File: config.mk
export PLATFORM = sky130hd
export DESIGN_NAME = int_ctrl
export DESIGN_NICKNAME = d
export VERILOG_FILES = /design/src/rtl/int_pkg.sv /design/src/rtl/int_prio_enc.sv /design/src/rtl/int_ctrl.sv
export SDC_FILE = /design/constraint.sdc
export NUM_CORES = 1
export LEC_CHECK = 0
export BUFFER_PORTS_ARGS = -buffer_cell sky130_fd_sc_hd__buf_2
export CAP_MARGIN = 30
export CORE_UTILIZATION = 35
export CTS_CLUSTER_DIAMETER = 30
export DETAILED_ROUTE_END_ITERATION = 7
export PLACE_DENSITY_LB_ADDON = 0.12
export SETUP_SLACK_MARGIN = 0.1
export SLEW_MARGIN = 25
export SYNTH_ARGS = -nofsm -noshare
export SYNTH_HDL_FRONTEND = slang
export SYNTH_SLANG_ARGS = --single-unit
export TNS_END_PERCENT = 30
File: constraint.sdc
create_clock -name CLK -period 1 [get_ports CLK]
set_input_delay 0.1 -clock CLK [delete_from_list [all_inputs] [get_ports CLK]]
set_output_delay 0.1 -clock CLK [all_outputs]
set_load 0.01 [all_outputs]
File: src/rtl/int_pkg.sv
// rtl/int_pkg.sv - shared state type, vector defaults and sizing helper for int_ctrl
package int_pkg;

    typedef enum logic [0:0] {
        IDLE  = 1'b0,
        OFFER = 1'b1
    } int_state_e;

    localparam logic [15:0] VEC_BASE_DEFAULT   = 16'h0100;
    localparam logic [15:0] VEC_STRIDE_DEFAULT = 16'h0004;

    // Channel index width; a single-channel build still needs a one-bit index.
    function automatic int idx_width(input int n);
        return (n > 1) ? $clog2(n) : 1;
    endfunction

endpackage

File: src/rtl/int_prio_enc.sv
// rtl/int_prio_enc.sv - highest-set-bit priority encoder (index plus valid)
module int_prio_enc
    import int_pkg::*;
#(
    parameter int N     = 4,
    parameter int IDX_W = 2
) (
    input  logic [N-1:0]     vec_i,
    output logic [IDX_W-1:0] idx_o,
    output logic             valid_o
);

    // Scan upward so the highest set bit is the one left in idx_o.
    always_comb begin
        idx_o   = '0;
        valid_o = 1'b0;
        for (int i = 0; i < N; i++) begin
            if (vec_i[i]) begin
                idx_o   = IDX_W'(i);
                valid_o = 1'b1;
            end
        end
    end

endmodule

File: src/rtl/int_ctrl.sv
// rtl/int_ctrl.sv - prioritised vectored interrupt controller; INT_CTRL_NEST_EN enables nested preemption
module int_ctrl
    import int_pkg::*;
#(
    parameter int               NCH        = 4,
    parameter int               ADDR_W     = 16,
    parameter logic [ADDR_W-1:0] VEC_BASE   = ADDR_W'(VEC_BASE_DEFAULT),
    parameter logic [ADDR_W-1:0] VEC_STRIDE = ADDR_W'(VEC_STRIDE_DEFAULT)
) (
    input  logic              CLK,
    input  logic              RESET,
    input  logic [NCH-1:0]    IRQ,
    input  logic [NCH-1:0]    MASK,
    input  logic              GIE,
    input  logic              ACK,
    input  logic              RTI,
    output logic              REQ,
    output logic [ADDR_W-1:0] ADDRInt,
    output logic [NCH-1:0]    INSVC
);

    localparam int IDX_W = idx_width(NCH);

    int_state_e        state_q, state_d;
    logic [NCH-1:0]    irq_q;
    logic [NCH-1:0]    pend_q, pend_d;
    logic [NCH-1:0]    insvc_q, insvc_d;
    logic [IDX_W-1:0]  idx_q, idx_d;
    logic [ADDR_W-1:0] addr_q, addr_d;

    logic [NCH-1:0]    eligible;
    logic [IDX_W-1:0]  cand_idx;
    logic              cand_valid;
    logic [IDX_W-1:0]  insvc_idx;
    logic              insvc_valid;
    logic              offerable;

    assign eligible = pend_q & MASK & {NCH{GIE}};

    int_prio_enc #(.N(NCH), .IDX_W(IDX_W)) u_cand_enc (
        .vec_i   (eligible),
        .idx_o   (cand_idx),
        .valid_o (cand_valid)
    );

    int_prio_enc #(.N(NCH), .IDX_W(IDX_W)) u_insvc_enc (
        .vec_i   (insvc_q),
        .idx_o   (insvc_idx),
        .valid_o (insvc_valid)
    );

`ifdef INT_CTRL_NEST_EN
    // A candidate may preempt only a strictly lower-priority service level.
    assign offerable = cand_valid && (!insvc_valid || (cand_idx > insvc_idx));
`else
    // Without nesting a new offer waits until nothing is in service.
    assign offerable = cand_valid && !insvc_valid;
`endif

    // Next-state: offer/accept/withdraw sequencing plus pend and in-service bookkeeping.
    always_comb begin
        state_d = state_q;
        idx_d   = idx_q;
        addr_d  = addr_q;
        pend_d  = pend_q;
        insvc_d = insvc_q;

        // RTI retires the current service level before any ACK in the same cycle lands.
        if (RTI && insvc_valid) begin
            insvc_d[insvc_idx] = 1'b0;
        end

        case (state_q)
            IDLE: begin
                if (offerable) begin
                    state_d = OFFER;
                    idx_d   = cand_idx;
                    addr_d  = VEC_BASE + ADDR_W'(cand_idx) * VEC_STRIDE;
                end
            end
            OFFER: begin
                // The offer is frozen until accepted; an accept wins over a same-cycle withdraw.
                if (ACK) begin
                    pend_d[idx_q]  = 1'b0;
                    insvc_d[idx_q] = 1'b1;
                    state_d        = IDLE;
                end else if (!(MASK[idx_q] && GIE)) begin
                    state_d = IDLE;
                end
            end
            default: state_d = IDLE;
        endcase

        // New edges are merged last so an edge coinciding with ACK is kept as a fresh event.
        pend_d = pend_d | (IRQ & ~irq_q);
    end

    // State register with synchronous reset overriding every other event.
    always_ff @(posedge CLK) begin
        if (RESET) begin
            state_q <= IDLE;
            irq_q   <= '0;
            pend_q  <= '0;
            insvc_q <= '0;
            idx_q   <= '0;
            addr_q  <= '0;
        end else begin
            state_q <= state_d;
            irq_q   <= IRQ;
            pend_q  <= pend_d;
            insvc_q <= insvc_d;
            idx_q   <= idx_d;
            addr_q  <= addr_d;
        end
    end

    assign REQ     = (state_q == OFFER);
    assign ADDRInt = addr_q;
    assign INSVC   = insvc_q;

endmodule

### Word level (Yosys, flattened, before mapping)

Cells that the tools add are included.

* order comparisons: 4
* multiplexer cells: 29
* bitwise operators: 11
* reductions and logical operators: 7
* add/sub/neg operators: 1

Operator list (number)
* $and A4 B4 Y4: 5
* $mux W4: 5
* $mux W1: 16
* $not A4 Y4: 3
* $add A9 B4 Y10 const A: 1
* $mux W2: 4
* $or A4 B4 Y4: 2
* $lt A2 B3 Y1 const B: 2
* $logic_and A1 B1 Y1: 5
* $demux W1 S2: 2
* $ge A2 B1 Y1 const B: 2
* $bmux W1 S2: 1
* $pmux W1 S2: 1
* $reduce_and A2 Y1: 1
* $logic_not A1 Y1: 1
* $not A1 Y1: 1

* register bits: 31
* output and inout bits: 21
* bits of input ports: 13

### Logic depth before layout (Yosys ltp)

* depth in word-level cells: 13
* gate-level depth with buffers: 4
* mapped depth without buffers: 4

### By module

Synthesis repeated with hierarchy kept, for this count alone.

* cell total of the unflattened synthesis: 86
* area total of the unflattened synthesis: 769.5 um2

By module, submodules not included
* int_ctrl: area an instance 721.9 um2, seq. area each 320.3 um2, cells an instance 78, times used 1
* int_prio_enc: area an instance 23.8 um2, seq. area each 0.0 um2, cells an instance 4, times used 2

### Worst setup path before layout

No wires, ideal clock.

* kind: register -> register
* start point: register ADDRInt[3] (netlist name)
* end point: register state_q, in the netlist REQ
* data arrival time: 1086 ps
* buffers on the path: 0
* stages on the path, launching flop included: 4
* required time: 868 ps
* slack: -218 ps
* path through: dfxtp_1 mux4_2 nand4b_1 a21oi_1

RTL lines
* to (signal assigned): line int_ctrl.sv:108 `state_q <= state_d;`
* to (decl): line int_ctrl.sv:24 `int_state_e state_q, state_d;`

### Final worst setup path

* start point: register insvc_q[2], in the netlist INSVC[2]
* end point: register idx_q[0]

* cells in the longest elaborated chain, start to end: 5

RTL lines
* from (decl): line int_ctrl.sv:27 `logic [NCH-1:0] insvc_q, insvc_d;`
* from (signal assigned): line int_ctrl.sv:111 `insvc_q <= insvc_d;`
* $mux W1 (2 in series): line int_prio_enc.sv:18 `if (vec_i[i]) begin`
* $logic_not A1 Y1: line int_ctrl.sv:57 `assign offerable = cand_valid && !insvc_valid;`
* $logic_and A1 B1 Y1: line int_ctrl.sv:57
* $reduce_and A2 Y1 (no source line)
* to (signal assigned): line int_ctrl.sv:112 `idx_q <= idx_d;`
* to (decl): line int_ctrl.sv:28 `logic [IDX_W-1:0] idx_q, idx_d;`

Every way passes these cells.
A chain may end at the register's enable or synchronous reset.

==> impl_metrics.yaml <==
run_status:
  status: "finished with violations"
  failed_checks: "negative setup slack"
sta:
  rsz0062_at_grt: "yes"
  period_share: 1.19
  period_minus_slack_ns: 1.19
  report.final.hold_viol_count: 0
  fmax_mhz: 840
  fin_ws_ns: -0.190
  slew_viol_final: 0
  setup_viol: 10
  fin_worst_skew_ns: 0.00567
clock_tree:
  h-tree-depth: 1
  clockBufferDepth: 2
  cts_buffers: 3
  cts_root_buf: "clkbuf_4"
  tritoncts: "done"
  clk_pin_slew_ns: 0.10
  numClockSinks: 16
  clk_latency_ns: 0.29
  cts_hold_buf: 0
drt:
  vias: 640
  wl_mm: 1.43
  firstDrtPassIters: 4
  drt_iter0_markers: 5
  wl_per_cell_um: 10.3
  drc: 0
  avgViaCountPerCell: 4.64
  ant_nets: 0
power:
  switching_power_mw: 0.341
  intPower_mw: 0.987
  power_frac_comb: 0.151
  power_leakage_nw: 0.445
  seqPwrFrac: 0.521
  p_sw_frac: 0.257
  ir_drop_mv: 0.914
  clkPwrFrac: 0.328
  power.density_nw_per_um2: 1340
floorplanning:
  fp.dieW_um: 48.3
  start_util: 0.379
  io_pins: 34
  dieHeight_um: 48.3
  dieArea_um2: 2330
  core_area_um2: 1980
  placementRows: 16
worst_setup_path:
  cp_max_fo: 3
  required_ns: 1.19
  cp.arrival_ns: 1.38
  startpoint_type: "flip-flop"
  crit_path_end_kind: "flip-flop"
  r2r-end: "idx_q[0]"
  reg2reg_from: "INSVC[2]"
  endpoint: "idx_q[0]"
  crit_start: "INSVC[2]"
  rr_worst_depth: 4
  reg2reg_slack_ns: -0.19
  worst-setup-path-type: "reg2reg"
layout:
  n_antenna_cell: 0
  drive_gt1_frac: 0.459
  nFillCells: 206
  fin_nets: 125
  syn_to_final_growth_pct: 32.2
  final_common_cell: "buf_2"
  fin_cells: 138
  multiInputGateArea_um2: 389
  layout_common_cells: "buf_2, conb_1, dfxtp_1"
  seq_area_um2: 337
grt:
  gr-usage-all-layers: 0.128
  grt_pass1_wl_mm: 2.31
  grt_max_degree: 18
  overflow: 0
  antenna_found_initial: 0
  grt_pass1_vias: 557
job:
  drv_cap: 0
place:
  place_hpwl_mm: 1.09
  place_ws_ns: -0.208
  gp_congestion: 0.762
  place_inst: 134
  port_buffers: 20
hold_path:
  hold_class: "in2reg"
synthesis:
  syn_inst: 83
  netlist_area_um2: 751
  synth-seq-area-share: 0.427
  syn_avg_cell_area_um2: 9.04
  yosys_warnings: 0
  synth-seq-cells: 16
  synth.distinct_cells: 24
## cells by family after synthesis
kind of cell / synth area share
simple gates: 0.232
buf+inv: 0.155
compound gates: 0.138
flops: 0.427
mux: 0.0433
other cells: 0.00500
## what timing repair did
action / 4_1_cts / 5_1_grt
setup endpoints to repair: 19 / 20
pin swaps: 3 / 3
buffers inserted: 0 / 0
gates resized for setup: 9 / 10
## state kept, by name, summed over array words and instances (netlist names)
| name | flops |
|---|---|
| pend_q | 4 |
| irq_q | 4 |
| REQ | 1 |
| idx_q | 1 |
| ADDRInt | 2 |
| INSVC | 4 |
## metrics by stage
| stage | total power [mW] | cell area, um^2 | util | hold WS (ns) | setup TNS, ns |
|---|---|---|---|---|---|
| after floorplan | 0.854 | 808 | - | 0.162 | -0.768 |
| after global routing | 1.38 | 992 | 0.501 | 0.0306 | -1.64 |
| after CTS | 1.34 | 963 | 0.486 | 0.0236 | -1.29 |
| after detailed placement | 0.887 | 886 | 0.447 | 0.329 | -1.06 |
| after global placement | 0.887 | 886 | 0.447 | 0.323 | -0.943 |
| final | 1.33 | 992 | 0.501 | 0.0235 | -1.02 |
## power groups by stage
stage | sequential [mW] | clock, mW | combinational [mW]
2_1_floorplan | 0.709 | 0 | 0.145
3_3_place_gp | 0.705 | 0 | 0.182
3_5_place_dp | 0.705 | 0 | 0.182
4_1_cts | 0.691 | 0.452 | 0.193
5_1_grt | 0.696 | 0.466 | 0.222
6_report | 0.692 | 0.436 | 0.200
## Yosys cell counts
| master | instances | share of area |
|---|---|---|
| or3_1 | 2 | 0.017 |
| dfxtp_1 | 16 | 0.43 |
| or2_2 | 1 | 0.0083 |
| conb_1 | 1 | 0.0050 |
| inv_1 | 4 | 0.020 |
| nand3_1 | 2 | 0.013 |
| buf_4 | 13 | 0.13 |
| nor2_1 | 4 | 0.020 |
| a22o_1 | 1 | 0.012 |
| o21ai_0 | 2 | 0.013 |
| nor4_4 | 1 | 0.028 |
| mux2i_1 | 1 | 0.013 |
| nand4_1 | 2 | 0.017 |
| nand2b_1 | 1 | 0.0083 |
| a21oi_1 | 11 | 0.073 |
| or2_4 | 1 | 0.012 |
| o211ai_2 | 1 | 0.017 |
| nand4b_1 | 1 | 0.012 |
| a31o_2 | 1 | 0.012 |
| nor2b_1 | 8 | 0.067 |
| a211o_1 | 1 | 0.012 |
| mux4_2 | 1 | 0.030 |
| clkbuf_1 | 1 | 0.0050 |
| nand2_1 | 6 | 0.030 |
## worst min-delay path by stage
| stage | from | endpoint | depth (start not counted) |
|---|---|---|---|
| 6_report | IRQ[1] | irq_q[1] | 2 |
| 5_1_grt | IRQ[0] | irq_q[0] | 2 |
| 4_1_cts | IRQ[3] | irq_q[3] | 2 |
| 3_5_place_dp | IRQ[0] | irq_q[0] | 2 |
| 3_3_place_gp | IRQ[0] | irq_q[0] | 2 |
| 2_1_floorplan | RESET | INSVC[3] | 1 |
## metal layers
| layer | vias up | global-route usage | share of wire |
|---|---|---|---|
| li1 | 313 | - | - |
| met1 | 291 | 0.166 | 0.46 |
| met2 | 31 | 0.200 | 0.45 |
| met3 | 5 | 0.0220 | 0.060 |
| met4 | 0 | 0.0735 | 0.025 |
| met5 | - | 0 | 0 |
## critical path, stage by stage, from the launching register on
cell	delay, ns
dfxtp_2	0.33
or2_4	0.25
nor4_4	0.20
o211ai_2	0.17
mux2i_1	0.14
## cell type report
class,count,area share
inverters,4,0.0151
flip-flops and latches,16,0.339
clock buffers,4,0.0366
multi-input cells,61,0.392
well taps,27,0.0340
repair buffers,26,0.183
No activity file was read; power rests on OpenSTA's default activity.
